### src/rtl/writeback_arbiter.sv
// Writeback merge of the in-order ALU path and a FIFO-buffered long-latency path onto one
// register-file write port, with a pending-destination scoreboard that raises the decode hazard.
module writeback_arbiter #(
  parameter int XLEN         = 32,
  parameter int FIFO_DEPTH   = 2,
  parameter int STARVE_LIMIT = 4
) (
  input  logic            clk,
  input  logic            rst_n,
  input  logic            alu_valid,
  input  logic [4:0]      alu_rd_addr,
  input  logic [XLEN-1:0] alu_data,
  output logic            alu_stall,
  input  logic            lsu_valid,
  output logic            lsu_ready,
  input  logic [4:0]      lsu_rd_addr,
  input  logic [XLEN-1:0] lsu_data,
  input  logic            issue_valid,
  input  logic [4:0]      issue_rd_addr,
  input  logic [4:0]      dec_rs1_addr,
  input  logic [4:0]      dec_rs2_addr,
  input  logic [4:0]      dec_rd_addr,
  output logic            hazard,
  output logic [4:0]      wb_rd_addr,
  output logic [XLEN-1:0] wb_data
);
  localparam int PW = (FIFO_DEPTH > 1) ? $clog2(FIFO_DEPTH) : 1;
  localparam int CW = $clog2(FIFO_DEPTH + 1);
  localparam int SW = $clog2(STARVE_LIMIT + 1);

  logic [4:0]      fifo_rd   [FIFO_DEPTH];
  logic [XLEN-1:0] fifo_dat  [FIFO_DEPTH];
  logic [PW-1:0]   wr_ptr, rd_ptr;
  logic [CW-1:0]   count;
  logic [SW-1:0]   starve_cnt, starve_next;
  logic [31:0]     pending, pending_next;
  logic            wb_from_lsu;
  logic            empty, full, push, pop, alu_win;

  assign empty     = (count == '0);
  assign full      = (count == CW'(FIFO_DEPTH));
  assign lsu_ready = !full;
  assign push      = lsu_valid && !full;

  // alu_valid is ignored while stalled; any cycle the ALU does not win, a waiting head pops.
  assign alu_win = !alu_stall && alu_valid && (alu_rd_addr != 5'd0);
  assign pop     = !empty && !alu_win;

  always_comb begin
    starve_next = starve_cnt;
    if (pop || empty)
      starve_next = '0;
    else if (alu_win && (starve_cnt < SW'(STARVE_LIMIT)))
      starve_next = starve_cnt + SW'(1);
  end

  always_comb begin
    pending_next = pending;
    if (wb_from_lsu)
      pending_next[wb_rd_addr] = 1'b0;
    if (issue_valid)
      pending_next[issue_rd_addr] = 1'b1;
    pending_next[0] = 1'b0;
  end

  assign hazard = pending[dec_rs1_addr] | pending[dec_rs2_addr] | pending[dec_rd_addr];

  always_ff @(posedge clk) begin
    if (push) begin
      fifo_rd[wr_ptr]  <= lsu_rd_addr;
      fifo_dat[wr_ptr] <= lsu_data;
    end
  end

  always_ff @(posedge clk or negedge rst_n) begin
    if (!rst_n) begin
      wr_ptr      <= '0;
      rd_ptr      <= '0;
      count       <= '0;
      starve_cnt  <= '0;
      alu_stall   <= 1'b0;
      pending     <= '0;
      wb_from_lsu <= 1'b0;
      wb_rd_addr  <= 5'd0;
      wb_data     <= '0;
    end else begin
      if (push) wr_ptr <= wr_ptr + PW'(1);
      if (pop)  rd_ptr <= rd_ptr + PW'(1);
      count       <= count + CW'(push) - CW'(pop);
      starve_cnt  <= starve_next;
      alu_stall   <= (starve_next == SW'(STARVE_LIMIT));
      pending     <= pending_next;
      wb_from_lsu <= pop;
      if (pop) begin
        wb_rd_addr <= fifo_rd[rd_ptr];
        wb_data    <= fifo_dat[rd_ptr];
      end else if (alu_win) begin
        wb_rd_addr <= alu_rd_addr;
        wb_data    <= alu_data;
      end else begin
        wb_rd_addr <= 5'd0;
      end
    end
  end
endmodule

### config.mk
export PLATFORM = sky130hd
export DESIGN_NAME = writeback_arbiter
export DESIGN_NICKNAME = d
export VERILOG_FILES = /design/src/rtl/writeback_arbiter.sv
export SDC_FILE = /design/constraint.sdc
export NUM_CORES = 1
export LEC_CHECK = 0
export CORE_MARGIN = 2
export CORE_UTILIZATION = 35
export DETAILED_ROUTE_END_ITERATION = 7
export SKIP_CTS_REPAIR_TIMING = 1
export SLEW_MARGIN = 20
export SYNTH_ARGS = -nofsm -noshare
export SYNTH_HDL_FRONTEND = slang
export SYNTH_SLANG_ARGS = --single-unit
export TNS_END_PERCENT = 100
### constraint.sdc
create_clock -name clk -period 2.5 [get_ports clk]
set_input_delay 0.25 -clock clk [delete_from_list [all_inputs] [get_ports clk]]
set_output_delay 0.25 -clock clk [all_outputs]
set_load 0.01 [all_outputs]
==> flow_summary_export.csv <==
group,metric,value,unit
status,status,"finished clean",
synth,avgSynthCellArea,12.5,um^2
clocking,cts_root_buffer,"clkbuf_16",
place,dp_slack,-0.234,ns
clocking,numCtsBuffers,17,
place,place_inst,904,
timing,setup_viol,0,
routing,vias,5097,
routing,routedWlPerCell,19.2,um
layout,syn_to_final_growth,35.8,%
layout,fin_util,48.7,%
floorplanning,die_x,143,um
synth,ys.flop_type,"dfrtp_1",
clocking,cts_tree,"yes",
timing,finClkSkew,0.00643,ns
routing,route.detailed.drc,0,
floorplanning,rows,50,
layout,drive_gt1_share,11.4,%
routing,first_iter_violations,394,
layout,final_cells,938,
pwr,power_per_cell_area,1070,nW/um^2
critical_path,path_class,"in2out",
timing,tightestPinTransition,0.765,ns
hold_path,hold_class,"in2reg",
timing,hold_violations,0,
synth,synth_top_area_cell,"edfxtp_1",
grt,antenna_found_initial,2,
timing,whs,0.369,ns
timing,setup_ws,0.131,ns
clocking,htree_levels,4,
synth,synth_seq_area_share,61.7,%
routing,wl,18.0,mm
synth,synthesis.nets,640,
critical_path,cp.required,2.25,ns
synth,syn_area,6730,um^2
critical_path,worstPathMaxFanout,9,
synth,yosysWarningCount,0,
pwr,peakVddDrop,494,uV
critical_path,worstSetupEndpointType,"primary output",
synth,synth_seq_cells,151,
run,drv_cap,0,
routing,drtAntennaViolNets,0,
floorplanning,dieArea,20300,um^2
layout,multi_input_area,2470,um^2
timing,slew-limit-headroom,49.0,%
clocking,clk_latency,0.41,ns
critical_path,cp-start-kind,"primary input",
timing,timing.fmax,422,MHz
place,finalWeightedCongestion,0.991,
floorplanning,ios,139,
critical_path,arrival,2.12,ns
timing,period_minus_slack,2.37,ns
synth,synthTopCellsByArea,"edfxtp_1 (33%), dfrtp_1 (29%), mux4_2 (7.0%)",
grt,track_usage,18.3,%
place,hpwl,13.0,mm
synth,synth_most_common_cell,"dfrtp_1",
floorplanning,fp.dieH,143,um
floorplanning,start_util,35.8,%
hold_path,worstHoldPathCells,3,
timing,slew_viol_final,0,
layout,regArea,4150,um^2
synth,synthCells,539,
routing,detail_route.vias_per_cell,5.43,
grt,grt_max_degree,55,
timing,rsz0062_at_grt,"false",
floorplanning,core_area,18800,um^2
pwr,leakagePower,3.44,nW
synth,synth_edf_count,74,
clocking,cts_max_path_buffers,2,
pwr,fin_total_pwr,9.74,mW
routing,firstDrtPassIters,5,
synth,synth_common_cells,"dfrtp_1 (77), edfxtp_1 (74), o21ai_1 (67)",
place,portBuffers,138,
layout,nets,791,
clocking,cts.sinks,151,
synth,synth-async-reset-ratio,51.0,%
grt,grt_pass1_wl,28.2,mm
grt,grt_pass1_vias,5191,
synth,synth.top_cell.area_share,33.0,%
grt,gr-total-overflow,0,
clocking,cts.clk_slew.worst_paths,0.06,ns
timing,fin_crit_sh,94.8,%
synth,synth_cell_types,44,
layout,num-fill-cells,1674,
critical_path,worst-r2r-cell-count,5,
registers in the layout (all words and copies together) (netlist names):
| register | cells |
|---|---|
| fifo_dat | 64 |
| fifo_rd | 10 |
| wb_rd_addr | 5 |
| count | 2 |
| wb_data | 32 |
| starve_cnt | 3 |
| alu_stall | 1 |
| wr_ptr | 1 |
| rd_ptr | 1 |
| pending | 31 |
| wb_from_lsu | 1 |
cell type report:
class,instances,share of cell area [%]
Clock buffer,28,6.23
Sequential cell,151,45.4
Timing Repair Buffer,158,17.6
Antenna cell,1,0.0274
Multi-Input combinational cell,359,27.1
Clock inverter,4,0.301
Inverter,3,0.123
Tap cell,234,3.21
critical path, cell delays in order:
cell,delay [ns]
clkdlybuf4s50_1,0.47
buf_6,0.15
mux4_2,0.51
a22oi_1,0.21
o31ai_1,0.10
mux2i_1,0.17
nand3_1,0.08
dlymetal6s2s_1,0.18
placed cells by master (no fill, tap or decap), types with 19 or more instances in the layout:
| cell type | Yosys | layout |
|---|---|---|
| a21oi_1 | 33 | 33 |
| clkbuf_16 | 0 | 19 |
| clkdlybuf4s50_1 | 0 | 133 |
| dfrtp_1 | 77 | 76 |
| edfxtp_1 | 74 | 74 |
| mux2i_1 | 40 | 40 |
| mux4_2 | 21 | 21 |
| nand2_1 | 45 | 45 |
| nor2_1 | 48 | 46 |
| o21ai_0 | 29 | 29 |
| o21ai_1 | 67 | 67 |
metal layers:
metal  wire [um]  GRT usage, %  part of all wire [%]
met1        7050          22.2                    39
met3        1630          6.17                   9.1
met2        8820          30.3                    49
met5           0             0                     0
met4         461          7.19                   2.6
kinds of logic after synthesis:
family          share of synthesized area, %
compound gates                          11.3
xor+xnor                               0.651
fa+ha+maj                              0.372
buf+inv                                 1.84
simple gates                            10.6
mux                                     13.5
flops                                   61.7
where the power goes:
part / internal (mW) / total (mW) / leakage (nW) / switching (mW)
sequential: 3.42 / 4.14 / 1.57 / 0.719
combinational: 1.57 / 3.10 / 1.57 / 1.54
clock: 1.55 / 2.50 / 0.294 / 0.948
total: 6.54 / 9.74 / 3.44 / 3.20
metrics by stage:
| stage | instance area [um^2] | setup TNS (ns) |
|---|---|---|
| after global routing | 9130 | 0 |
| after global placement | 8510 | -0.223 |
| final | 9130 | 0 |
| after floorplan | 6730 | 0 |
| after CTS | 9100 | -0.241 |
| after detailed placement | 8510 | -0.234 |
worst paths after layout:
path / endpoint / start / slack [ns]
min: wb_data[18]$_DFFE_PN0P_ / alu_data[18] / 0.37
max reg2reg: wb_data[0]$_DFFE_PN0P_ / alu_stall$_DFF_PN0_ / 0.77
max: hazard / dec_rd_addr[1] / 0.13
max in group asynchronous: pending[28]$_DFF_PN0_ / rst_n / 1.45
min reg2reg: wb_rd_addr[4]$_DFF_PN0_ / fifo_rd[1][4]$_DFFE_PP_ / 0.53
min in group asynchronous: wb_data[11]$_DFFE_PN0P_ / rst_n / 0.44
Note: power is estimated with default switching activity, not from simulation.
